`src/rtl/uart_rx.sv`:
```
// ---------------------------------------------------------------------------
// uart_rx : start/LSB-first data/[even parity]/stop serial receiver, mid-bit sampling
// Optional even-parity check enabled by defining PARITY_RX_EN.   Rev 1.0
// ---------------------------------------------------------------------------
`default_nettype none

module uart_rx #(
  parameter int CLKS_PER_BIT = 16,
  parameter int DATA_BITS    = 8
) (
  input  logic                 clk,
  input  logic                 rst,
  input  logic                 rx,
  output logic [DATA_BITS-1:0] data,
  output logic                 valid,
`ifdef PARITY_RX_EN
  output logic                 parity_err,
`endif
  output logic                 frame_err
);

  localparam int CW = (CLKS_PER_BIT > 1) ? $clog2(CLKS_PER_BIT) : 1;
  localparam int IW = $clog2(DATA_BITS);
  localparam logic [CW-1:0] CNT_LAST = CW'(CLKS_PER_BIT - 1);
  localparam logic [CW-1:0] CNT_HALF = CW'(CLKS_PER_BIT / 2 - 1);
  localparam logic [IW-1:0] IDX_LAST = IW'(DATA_BITS - 1);

`ifdef PARITY_RX_EN
  typedef enum logic [2:0] {IDLE, START, DATA, PARITY, STOP} state_t;
`else
  typedef enum logic [2:0] {IDLE, START, DATA, STOP} state_t;
`endif

  state_t                 state, state_n;
  logic                   rx_meta, rx_s, rx_prev;
  logic [CW-1:0]          cnt, cnt_n;
  logic [IW-1:0]          idx, idx_n;
  logic [DATA_BITS-1:0]   shreg, shreg_n, data_n;
  logic                   valid_n, ferr_n;
  logic                   par_mismatch;
`ifdef PARITY_RX_EN
  logic                   par_bit, par_n, perr_n;
`endif

  always_ff @(posedge clk or posedge rst) begin
    if (rst) begin
      rx_meta   <= 1'b1;
      rx_s      <= 1'b1;
      rx_prev   <= 1'b1;
      state     <= IDLE;
      cnt       <= '0;
      idx       <= '0;
      shreg     <= '0;
      data      <= '0;
      valid     <= 1'b0;
      frame_err <= 1'b0;
`ifdef PARITY_RX_EN
      par_bit    <= 1'b0;
      parity_err <= 1'b0;
`endif
    end else begin
      rx_meta   <= rx;
      rx_s      <= rx_meta;
      rx_prev   <= rx_s;
      state     <= state_n;
      cnt       <= cnt_n;
      idx       <= idx_n;
      shreg     <= shreg_n;
      data      <= data_n;
      valid     <= valid_n;
      frame_err <= ferr_n;
`ifdef PARITY_RX_EN
      par_bit    <= par_n;
      parity_err <= perr_n;
`endif
    end
  end

  // Even parity: data bits XOR parity bit must be zero.
`ifdef PARITY_RX_EN
  assign par_mismatch = ^{shreg, par_bit};
`else
  assign par_mismatch = 1'b0;
`endif

  always_comb begin
    state_n = state;
    cnt_n   = cnt;
    idx_n   = idx;
    shreg_n = shreg;
    data_n  = data;
    valid_n = 1'b0;
    ferr_n  = 1'b0;
`ifdef PARITY_RX_EN
    par_n   = par_bit;
    perr_n  = 1'b0;
`endif
    case (state)
      IDLE: begin
        if (rx_prev && !rx_s) begin
          state_n = START;
          cnt_n   = '0;
        end
      end
      START: begin
        if (cnt == CNT_HALF) begin
          cnt_n   = '0;
          idx_n   = '0;
          state_n = rx_s ? IDLE : DATA;
        end else begin
          cnt_n = cnt + 1'b1;
        end
      end
      DATA: begin
        if (cnt == CNT_LAST) begin
          cnt_n   = '0;
          shreg_n = {rx_s, shreg[DATA_BITS-1:1]};
          if (idx == IDX_LAST) begin
`ifdef PARITY_RX_EN
            state_n = PARITY;
`else
            state_n = STOP;
`endif
          end else begin
            idx_n = idx + 1'b1;
          end
        end else begin
          cnt_n = cnt + 1'b1;
        end
      end
`ifdef PARITY_RX_EN
      PARITY: begin
        if (cnt == CNT_LAST) begin
          cnt_n   = '0;
          par_n   = rx_s;
          state_n = STOP;
        end else begin
          cnt_n = cnt + 1'b1;
        end
      end
`endif
      STOP: begin
        // Returning to IDLE at mid-stop lets a zero-gap next start bit be caught.
        if (cnt == CNT_LAST) begin
          cnt_n   = '0;
          state_n = IDLE;
          ferr_n  = !rx_s;
`ifdef PARITY_RX_EN
          perr_n  = par_mismatch;
`endif
          if (rx_s && !par_mismatch) begin
            data_n  = shreg;
            valid_n = 1'b1;
          end
        end else begin
          cnt_n = cnt + 1'b1;
        end
      end
      default: state_n = IDLE;
    endcase
  end

endmodule

`default_nettype wire

```
`config.mk`:
```
export PLATFORM = sky130hd
export DESIGN_NAME = uart_rx
export DESIGN_NICKNAME = d
export VERILOG_FILES = /design/src/rtl/uart_rx.sv
export SDC_FILE = /design/constraint.sdc
export NUM_CORES = 1
export LEC_CHECK = 0
export BUFFER_PORTS_ARGS = -buffer_cell sky130_fd_sc_hd__buf_2
export CORE_MARGIN = 1.5
export CORE_UTILIZATION = 55
export CTS_CLUSTER_SIZE = 8
export DETAILED_ROUTE_END_ITERATION = 10
export PLACE_DENSITY = 0.82
export SYNTH_ARGS = -nofsm -noshare
export SYNTH_HDL_FRONTEND = slang
export SYNTH_SLANG_ARGS = --single-unit
```
`constraint.sdc`:
```
create_clock -name clk -period 2 [get_ports clk]
set_input_delay 0.3 -clock clk [delete_from_list [all_inputs] [get_ports clk]]
set_output_delay 0.3 -clock clk [all_outputs]
set_load 0.03 [all_outputs]
```
==> Word level (Yosys, flattened, before mapping) <==
Cells that the tools add are included.
{ "op_classes": {"n_mux": 20, "eq_ne": 12, "reduce_logical": 11, "add_sub_neg": 2} }
{ "ops": {"columns": ["operator", "count"], "rows": [
  ["two-way mux 3 bit", 8],
  ["two-way mux 4 bit", 3],
  ["!= test 2 bit, second input constant", 6],
  ["one-hot mux 3 bit (4 select lines)", 1],
  ["one-hot mux 4 bit (3 select lines)", 1],
  ["equality test 3 x 2 -> 1 bit, second input constant", 2],
  ["one-hot mux 3 bit (2 select lines)", 1],
  ["two-way mux 1 bit", 5],
  ["AND reduction 5 bit", 1],
  ["adder 4 x 1 -> 4 bit, second input constant", 1],
  ["equality test 4 x 3 -> 1 bit, second input constant", 1],
  ["equality test 4 bit, second input constant", 1],
  ["AND reduction 2 bit", 2],
  ["AND reduction 4 bit", 1],
  ["adder 3 x 1 -> 3 bit, second input constant", 1],
  ["equality test 3 x 1 -> 1 bit, second input constant", 1],
  ["equality test 3 bit, second input constant", 1],
  ["logical NOT 3 bit", 1],
  ["AND reduction 3 bit", 1],
  ["nonzero test 3 bit", 1],
  ["two-way mux 2 bit", 1],
  ["nonzero test 2 bit", 1],
  ["OR reduction 2 bit", 1],
  ["logical AND 1 bit", 1],
  ["logical NOT 1 bit", 1]
]} }
{ "totals": {"wordCells": 55, "out_inout_bits": 10, "regBits": 31, "inputBits": 3} }

==> Longest topological paths before layout <==
Gate-level depths: netlist (run 1).
{ "depth": {"ltp_word": 4, "ltp_mapped": 5, "depth_no_buf": 5} }

==> Least setup slack after synthesis (run 1) <==
Ideal clock, no wire load.
{ "synth_timing": {"path_type": "register to register", "startpoint": "register cnt[0]", "endpoint": "register data[0]", "path_stages_with_launch": 6, "required_time_ps": 1875, "slack_ps": 448, "path_buffers": 1, "t_arrival_ps": 1427, "synth_period_minus_slack_ps": 1552, "setup_ps": 125, "cell_sequence": "dfrtp_1 > ha_1 > and2_4 > and3_1 > buf_6 > mux2_4"} }
{ "synth_via": {"elab_chain_len": 2} }
{ "synth_lines": {"columns": ["element", "line", "source"], "rows": [
  ["from (decl)", "36", "logic [CW-1:0] cnt, cnt_n;"],
  ["from (signal assigned)", "66", "cnt <= cnt_n;"],
  ["equality test 4 bit", "144", "if (cnt == CNT_LAST) begin"],
  ["AND reduction 3 bit (no source line)", null, null],
  ["to (signal assigned)", "69", "data <= data_n;"],
  ["to (decl)", "14", "output logic [DATA_BITS-1:0] data,"]
]} }
Every way passes these cells.
A chain may end at the register's enable or synchronous reset.

==> Worst setup path after layout (run 1) <==
{ "layout_timing": {"startpoint": "register cnt[0]", "endpoint": "register data[2]"} }
Same word-level chain as after synthesis.

==> results.txt, run 1 <==
core area -> 2280 sq um
Slew Limit Fails -> 0
Post-Synth XOR/XNOR Area -> 0.00638
fill count -> 169
net count after synthesis -> 110
total routing usage reported by global routing -> 0.195
Worst path max stage delay -> 0.52 ns
maximum VDD drop -> 0.000904 V
Worst Path Arrival -> 2.09 ns
number of buffers between clock root and the deepest sink -> 2
DRT antenna net count -> 0
number of design-rule violations left by the first detailed-router iteration -> 6
Worst Reg2Reg Path Length in Cells -> 4
number of synthesized register bits -> 30
Seq pwr share -> 0.510
clock latency reported for the late side of the worst-skew pair -> 0.31 ns
net load switching power -> 0.496 mW
Vert. Die Dim -> 53.0 um
path type of the worst min-delay path -> in2async
number of distinct standard cells referenced by the synthesized netlist -> 35
simple-gate portion of the synthesized area -> 0.112
Worst path slowest cell -> sky130_fd_sc_hd__and3_1
number of buffers inserted for hold repair after clock tree synthesis -> 0
final worst path period share -> 0.943
Detailed Place HPWL -> 1610 um
H-Tree Depth -> 2
cell-internal power -> 1.08 mW
crit-path cells -> ha_1 -> and2_4 -> and3_1 -> mux2_4
actual transition at the worst max-transition pin -> 0.562 ns
overall power after layout -> 1.57 mW
min cycle time layout -> 1.89 ns
combinational family with the most area after synthesis -> multiplexers
wire per inst -> 15.3 um
maximum fanout count along the critical path -> 9
Synthesis Warnings -> 0
clock group share of total power -> 0.230
synthesized-area fraction occupied by ao, oa, aoi and oai cells -> 0.0710
Antenna Cells -> 0
clock buffers created by TritonCTS -> 5
number of ports placed on the die boundary -> 13
result of the run -> finished clean
worst setup path start -> cnt[0]
PortBufs -> 12
final-layout setup total negative slack -> 0 ns
required time of the critical path -> 2.20 ns
initial standard-cell utilization of the core -> 0.604
clock transition at the register clock pins on the worst setup and hold paths after CTS -> 0.09 ns
1st-pass router iterations -> 4
standby leakage power -> 0.796 nW
number of endpoints with negative hold slack in the final report -> 0
endpoints failing setup -> 0
post-route cell area -> 1500 sq um
CP Class -> reg2reg
number of global-route vias before repair -> 854
largest net degree at the start of global routing -> 31
area of the die -> 2810 sq um
most common cell after layout, fill and taps aside -> sky130_fd_sc_hd__dfrtp_1
most frequent cells in the layout -> 27 x sky130_fd_sc_hd__dfrtp_1, 12 x sky130_fd_sc_hd__buf_2, 9 x sky130_fd_sc_hd__mux2_2
highest attainable clock frequency -> 530 MHz
Post-Synthesis Mean Instance Area -> 13.2 sq um
Area growth syn-to-layout -> 8.93%
post-synthesis adder-cell area fraction -> 0.0273
count of mapped cells out of synthesis -> 104
Sw Ratio -> 0.315
Placement Rows -> 17
crit path launch type -> flip-flop
number of gates resized after CTS -> 0
dpl cell area -> 1440 sq um
Routability Congestion -> 0.781
TritonCTS clock tree -> yes
Total Routed Length -> 2270 um
kind of end point of the critical path -> flip-flop
combinational fraction of design power -> 0.260
unrepaired setup endpoints after global routing -> no
post-synth top area share -> 0.492
share of final-layout standard cells stronger than drive strength 1 -> 0.392
capturing point of the worst reg2reg path -> data[2]
cell area after synthesis -> 1370 sq um
post-synthesis mux area share -> 0.183
clock tree root driver cell -> sky130_fd_sc_hd__clkbuf_4
biggest area contributors in the synthesized netlist -> sky130_fd_sc_hd__dfrtp_1 49%, sky130_fd_sc_hd__mux2_4 8.7%, sky130_fd_sc_hd__mux2_2 7.4%, sky130_fd_sc_hd__dfstp_2 5.7%, sky130_fd_sc_hd__ha_1 2.7%
power density over the cells -> 1050 nW/um^2
worst rel slew slack -> 0.626
Yosys top cell by area -> sky130_fd_sc_hd__dfrtp_1
drc violations -> 0
wire length of the first global-routing pass -> 3840 um
total number of vias -> 829
count of clock tree sinks -> 30
Max Cap Viol -> 0
worst reg2reg setup slack -> 0.11 ns
via count normalized by instance count -> 5.60
final worst clock skew -> 0.00973 ns
source of the worst register-to-register timing path -> cnt[0]
# nets final -> 125
initial antenna violation count -> 0
sequential share of the synthesized area -> 0.549
number of setup buffers added after CTS -> 0
total congestion overflow -> 0
Die Span X -> 53.0 um
## power groups by stage
stage	registers, mW	clock network (mW)	logic [mW]
floorplan	0.751	0	0.397
global placement	0.804	0	0.387
detailed placement	0.809	0	0.415
CTS	0.800	0.374	0.412
global route	0.822	0.405	0.457
finish	0.802	0.361	0.410
## kinds of logic after synthesis
group,after synthesis
compound gates,13
mux,20
fa+ha+maj,3
xor+xnor,1
simple gates,25
buf+inv,12
flops,30
## cell type report
class / count / area (sq um) / area share
Multi-Input combinational cell: 62 / 549 / 0.367
Sequential cell: 30 / 754 / 0.504
Timing Repair Buffer: 14 / 75.1 / 0.0502
Inverter: 6 / 22.5 / 0.0151
Tap cell: 28 / 35.0 / 0.0234
Clock buffer: 7 / 55.1 / 0.0368
Clock inverter: 1 / 5.00 / 0.00334
## critical path, delay by kind of cell (launching register included)
kind	cells	cell delay, ns
and+or+nand+nor	2	0.73
DFF	1	0.41
muxes	1	0.36
adders and majority gates	1	0.27
## cell usage after synthesis
master / count
sky130_fd_sc_hd__mux2_4: 8
sky130_fd_sc_hd__or2_2: 1
sky130_fd_sc_hd__buf_2: 2
sky130_fd_sc_hd__a211o_1: 1
sky130_fd_sc_hd__mux2i_1: 3
sky130_fd_sc_hd__clkbuf_1: 1
sky130_fd_sc_hd__inv_1: 6
sky130_fd_sc_hd__o21ai_2: 1
sky130_fd_sc_hd__a22o_1: 2
sky130_fd_sc_hd__a21oi_1: 1
sky130_fd_sc_hd__dfrtp_1: 27
sky130_fd_sc_hd__a31oi_1: 3
sky130_fd_sc_hd__o21ai_0: 1
sky130_fd_sc_hd__nand2_1: 5
sky130_fd_sc_hd__o22ai_1: 1
sky130_fd_sc_hd__dfstp_2: 3
sky130_fd_sc_hd__ha_1: 3
sky130_fd_sc_hd__and2_4: 1
sky130_fd_sc_hd__and2b_4: 1
sky130_fd_sc_hd__and4bb_2: 1
sky130_fd_sc_hd__nor2_1: 1
sky130_fd_sc_hd__buf_6: 3
sky130_fd_sc_hd__nand4_1: 1
sky130_fd_sc_hd__and3_1: 5
sky130_fd_sc_hd__nand2b_1: 1
sky130_fd_sc_hd__a221o_1: 1
sky130_fd_sc_hd__mux2_2: 9
sky130_fd_sc_hd__nor2b_1: 3
sky130_fd_sc_hd__nor3_1: 1
sky130_fd_sc_hd__or3b_1: 1
sky130_fd_sc_hd__nor3b_1: 1
sky130_fd_sc_hd__nand3_1: 2
sky130_fd_sc_hd__a21bo_2: 1
sky130_fd_sc_hd__xor2_1: 1
sky130_fd_sc_hd__o21a_1: 1
## routing by layer
| layer | part of all wire | vias up | track usage |
|---|---|---|---|
| met5 | 0 | - | 0 |
| met4 | 0.0040 | 0 | 0.0385 |
| met3 | 0.030 | 2 | 0.0678 |
| met2 | 0.52 | 12 | 0.340 |
| met1 | 0.45 | 419 | 0.233 |
| li1 | - | 396 | - |
## state kept, by name, indices dropped and copies added, names as in the netlist
name,flops
cnt,4
data,8
frame_err,1
idx,3
rx_meta,1
rx_prev,1
rx_s,1
shreg,8
state,2
valid,1
## how the worst max path moves through the flow
stage	cells after the start	slack [ns]	endpoint
CTS	4	0.11	data[2]
global route	4	0.0003	data[2]
finish	4	0.11	data[2]
global placement	4	0.21	data[4]
detailed placement	4	0.12	data[2]
floorplan	5	0.45	data[0]
## through the flow
| step | hold slack [ns] | setup WS, ns | utilization | cells |
|---|---|---|---|---|
| 3_5_place_dp | 0.354 | 0.119 | 0.631 | 140 |
| 4_1_cts | 0.0486 | 0.109 | 0.658 | 148 |
| 6_report | 0.0455 | 0.114 | 0.658 | 148 |
| 3_3_place_gp | 0.346 | 0.213 | 0.631 | 140 |
| 5_1_grt | 0.0681 | 0.000274 | 0.658 | 148 |
| 2_1_floorplan | 0.304 | 0.448 | - | 104 |
Note: power is estimated with default switching activity, not from simulation.
==> run 2: changes to the inputs <==
- CORE_MARGIN: 1.5 -> not set
==> results.txt, run 2 (synthesis results as in run 1) <==
crit path launch type -> flip-flop
clock buffers created by TritonCTS -> 5
via count normalized by instance count -> 5.61
drc violations -> 0
number of gates resized after CTS -> 0
Placement Rows -> 17
final worst clock skew -> 0.0153 ns
number of buffers between clock root and the deepest sink -> 2
standby leakage power -> 0.793 nW
unrepaired setup endpoints after global routing -> no
number of buffers inserted for hold repair after clock tree synthesis -> 0
Worst Path Arrival -> 2.09 ns
total routing usage reported by global routing -> 0.206
highest attainable clock frequency -> 529 MHz
wire per inst -> 15.6 um
required time of the critical path -> 2.20 ns
fill count -> 168
worst reg2reg setup slack -> 0.11 ns
share of final-layout standard cells stronger than drive strength 1 -> 0.383
dpl cell area -> 1440 sq um
Worst path max stage delay -> 0.51 ns
TritonCTS clock tree -> yes
Slew Limit Fails -> 0
net load switching power -> 0.511 mW
# nets final -> 125
worst setup path start -> cnt[0]
clock transition at the register clock pins on the worst setup and hold paths after CTS -> 0.10 ns
core area -> 2280 sq um
clock group share of total power -> 0.236
most common cell after layout, fill and taps aside -> sky130_fd_sc_hd__dfrtp_1
Vert. Die Dim -> 52.0 um
largest net degree at the start of global routing -> 31
number of setup buffers added after CTS -> 0
number of ports placed on the die boundary -> 13
Area growth syn-to-layout -> 8.83%
Worst Reg2Reg Path Length in Cells -> 4
FF/Latch Area -> 754 sq um
kind of end point of the critical path -> flip-flop
PortBufs -> 12
result of the run -> finished clean
clock latency reported for the late side of the worst-skew pair -> 0.33 ns
Detailed Place HPWL -> 1610 um
multi-input gate area in the final layout -> 549 sq um
final worst path period share -> 0.945
final-layout setup total negative slack -> 0 ns
maximum fanout count along the critical path -> 9
wire length of the first global-routing pass -> 3820 um
actual transition at the worst max-transition pin -> 0.544 ns
Antenna Cells -> 0
maximum VDD drop -> 0.000708 V
initial standard-cell utilization of the core -> 0.604
Routability Congestion -> 0.779
area of the die -> 2700 sq um
capturing point of the worst reg2reg path -> data[7]
min cycle time layout -> 1.89 ns
Total Routed Length -> 2310 um
total congestion overflow -> 0
DRT antenna net count -> 0
number of design-rule violations left by the first detailed-router iteration -> 15
1st-pass router iterations -> 4
Die Span X -> 52.0 um
Worst path slowest cell -> sky130_fd_sc_hd__and3_1
Seq pwr share -> 0.505
total number of vias -> 830
number of endpoints with negative hold slack in the final report -> 0
combinational fraction of design power -> 0.259
initial antenna violation count -> 0
worst rel slew slack -> 0.637
CP Class -> reg2reg
H-Tree Depth -> 2
source of the worst register-to-register timing path -> cnt[0]
cell-internal power -> 1.08 mW
crit-path cells -> ha_1 -> and2_4 -> and3_1 -> mux2_4
number of global-route vias before repair -> 843
Max Cap Viol -> 0
path type of the worst min-delay path -> in2async
Worst Setup EP -> data[7]
most frequent cells in the layout -> 27 x sky130_fd_sc_hd__dfrtp_1, 12 x sky130_fd_sc_hd__buf_2, 9 x sky130_fd_sc_hd__mux2_2
clock tree root driver cell -> sky130_fd_sc_hd__clkbuf_4
power density over the cells -> 1060 nW/um^2
post-route cell area -> 1500 sq um
largest registers -> data x8, shreg x8, cnt x4
count of clock tree sinks -> 30
Sw Ratio -> 0.321
endpoints failing setup -> 0
run 2: cell count changes in the layout (fill, tap and decap cells not counted):
cell	before	now
sky130_fd_sc_hd__clkbuf_1	1	2
sky130_fd_sc_hd__clkinv_2	1	0
run 2: power by group through the flow:
| stage | Combinational, mW | Sequential [mW] | Clock (mW) |
|---|---|---|---|
| floorplan | 0.397 | 0.751 | 0 |
| global placement | 0.387 | 0.804 | 0 |
| detailed placement | 0.420 | 0.810 | 0 |
| CTS | 0.417 | 0.805 | 0.382 |
| global route | 0.458 | 0.822 | 0.414 |
| finish | 0.412 | 0.803 | 0.376 |
run 2: worst max-delay path, delay by kind of cell, from the launching register on:
kind,cells,cell delay (ns)
adders and majority gates,1,0.28
and+or+nand+nor,2,0.73
muxes,1,0.34
DFF,1,0.41
run 2: cell type report:
type	instances	share of cell area
Clock buffer	8	0.0393
Inverter	6	0.0151
Multi-Input combinational cell	62	0.367
Sequential cell	30	0.505
Tap cell	28	0.0234
Timing Repair Buffer	14	0.0502
run 2: stage by stage:
stage / power, mW / setup WS (ns) / instances / hold slack, ns / util
finish: 1.59 / 0.110 / 148 / 0.0297 / 0.657
global route: 1.69 / 0.0161 / 148 / 0.0525 / 0.657
CTS: 1.60 / 0.0940 / 148 / 0.0368 / 0.657
detailed placement: 1.23 / 0.107 / 140 / 0.347 / 0.631
global placement: 1.19 / 0.213 / 140 / 0.345 / 0.631
floorplan: 1.15 / 0.448 / 104 / 0.304 / -
run 2: how the worst min path moves through the flow:
stage | startpoint | cells after the start | endpoint | slack, ns
finish | rst | 3 | data[0] | 0.03
global route | rst | 3 | data[3] | 0.05
floorplan | rx | 0 | rx_meta | 0.30
detailed placement | rx_meta | 0 | rx_s | 0.35
CTS | rst | 3 | data[0] | 0.04
global placement | rx_meta | 0 | rx_s | 0.35
run 2: layer usage:
layer,vias to the layer above,GRT usage,part of all wire
met3,6,0.0614,0.039
met2,20,0.314,0.50
met5,-,0,0
met1,412,0.264,0.44
li1,392,-,-
met4,0,0.104,0.023
==> run 3: changes to the inputs <==
- CORE_MARGIN: not set -> 2
- clock period: 2 -> 2.1 ns (I/O delays scaled with it)
==> results.txt, run 3 (synthesis results as in run 1) <==
result of the run -> finished clean
1st-pass router iterations -> 4
area of the die -> 2910 sq um
Seq pwr share -> 0.509
final worst clock skew -> 0.00563 ns
combinational fraction of design power -> 0.260
TritonCTS clock tree -> yes
number of ports placed on the die boundary -> 13
largest registers -> data x8, shreg x8, cnt x4
number of buffers inserted for hold repair after clock tree synthesis -> 0
CP Class -> reg2reg
path type of the worst min-delay path -> in2async
share of final-layout standard cells stronger than drive strength 1 -> 0.397
largest net degree at the start of global routing -> 17
Total Routed Length -> 2220 um
most frequent cells in the layout -> 27 x sky130_fd_sc_hd__dfrtp_1, 12 x sky130_fd_sc_hd__buf_2, 9 x sky130_fd_sc_hd__mux2_2
met2 Resource Use GR -> 0.276
worst rel slew slack -> 0.600
standby leakage power -> 0.801 nW
Die Span X -> 54.0 um
Worst path slowest cell -> sky130_fd_sc_hd__and3_1
clock group share of total power -> 0.232
total number of vias -> 833
number of gates resized after CTS -> 0
wire length of the first global-routing pass -> 3620 um
clock buffers created by TritonCTS -> 5
count of placed standard cells including taps -> 143
met1 GRT Util -> 0.219
most common cell after layout, fill and taps aside -> sky130_fd_sc_hd__dfrtp_1
highest-utilization routing layer at the global route stage -> met2
via count normalized by instance count -> 5.52
core area -> 2430 sq um
DRT antenna net count -> 0
drc violations -> 0
highest attainable clock frequency -> 532 MHz
wire per inst -> 14.7 um
total routing usage reported by global routing -> 0.182
number of global-route vias before repair -> 800
maximum VDD drop -> 0.000632 V
H-Tree Depth -> 2
clock tree root driver cell -> sky130_fd_sc_hd__clkbuf_4
final worst path period share -> 0.894
clock transition at the register clock pins on the worst setup and hold paths after CTS -> 0.09 ns
number of design-rule violations left by the first detailed-router iteration -> 9
Worst path max stage delay -> 0.51 ns
Routability Congestion -> 0.671
initial standard-cell utilization of the core -> 0.565
min cycle time layout -> 1.88 ns
Slew Limit Fails -> 0
final core utilization -> 0.619
Vert. Die Dim -> 54.0 um
Sw Ratio -> 0.316
Antenna Cells -> 0
worst slack after detailed placement -> 0.230 ns
worst reg2reg setup slack -> 0.22 ns
Detailed Place HPWL -> 1650 um
initial antenna violation count -> 0
PortBufs -> 12
unrepaired setup endpoints after global routing -> no
crit path launch type -> flip-flop
clock latency reported for the late side of the worst-skew pair -> 0.32 ns
Placement Rows -> 18
crit-path cells -> ha_1 -> and2_4 -> and3_1 -> mux2_4
min setup slack post-route -> 0.222 ns
maximum fanout count along the critical path -> 9
number of buffers between clock root and the deepest sink -> 2
total congestion overflow -> 0
Worst Path Arrival -> 2.09 ns
net load switching power -> 0.475 mW
count of non-filler cells in the finished layout -> 151
kind of end point of the critical path -> flip-flop
# nets final -> 126
final-layout setup total negative slack -> 0 ns
number of setup buffers added after CTS -> 0
global routing usage on met3 -> 0.0556
count of clock tree sinks -> 30
Max Cap Viol -> 0
number of endpoints with negative hold slack in the final report -> 0
power density over the cells -> 997 nW/um^2
cell-internal power -> 1.03 mW
Area growth syn-to-layout -> 9.65%
required time of the critical path -> 2.31 ns
actual transition at the worst max-transition pin -> 0.599 ns
overall power after layout -> 1.50 mW
Worst Reg2Reg Path Length in Cells -> 4
endpoints failing setup -> 0
## run 3: changes by cell type in the layout (fill, tap and decap cells not counted)
cell                       before  now
sky130_fd_sc_hd__buf_4          2    3
sky130_fd_sc_hd__clkbuf_1       2    1
sky130_fd_sc_hd__clkinv_2       0    1
## run 3: layout make-up
cell class	count	area, sq um
Clock buffer	7	55.1
Clock inverter	1	5.00
Fill cell	185	926
Inverter	6	22.5
Multi-Input combinational cell	62	549
Sequential cell	30	754
Tap cell	30	37.5
Timing Repair Buffer	15	82.6
## run 3: worst paths after layout
path / start / to
max: cnt[0] / data[3]
max in group asynchronous: rst / data[5]
min in group clk: rx / rx_meta
min reg2reg: rx_meta / rx_s
max reg2reg: cnt[0] / data[3]
min: rst / state[1]
## run 3: layer usage
metal | vias up | part of all wire | wire length, um
li1 | 400 | - | -
met1 | 407 | 0.44 | 979
met2 | 19 | 0.48 | 1070
met3 | 7 | 0.045 | 100
met4 | 0 | 0.031 | 69
met5 | - | 0 | 0
## run 3: per-stage QoR
| stage | instance area, sq um | hold slack (ns) |
|---|---|---|
| 6_report | 1510 | 0.0478 |
| 5_1_grt | 1510 | 0.0690 |
| 4_1_cts | 1510 | 0.0540 |
| 3_5_place_dp | 1450 | 0.347 |
| 3_3_place_gp | 1450 | 0.346 |
| 2_1_floorplan | 1370 | 0.319 |
## run 3: critical path: cells and delay by family, from the launching register on
family,cells,cell delay [ns]
fa+ha+maj,1,0.28
mux,1,0.35
simple gates,2,0.73
flops,1,0.41
## run 3: power groups by stage
stage	combinational (mW)	clock, mW	sequential (mW)
6_report	0.390	0.348	0.764
5_1_grt	0.439	0.388	0.783
4_1_cts	0.394	0.360	0.765
3_5_place_dp	0.393	0	0.775
3_3_place_gp	0.372	0	0.765
2_1_floorplan	0.378	0	0.716
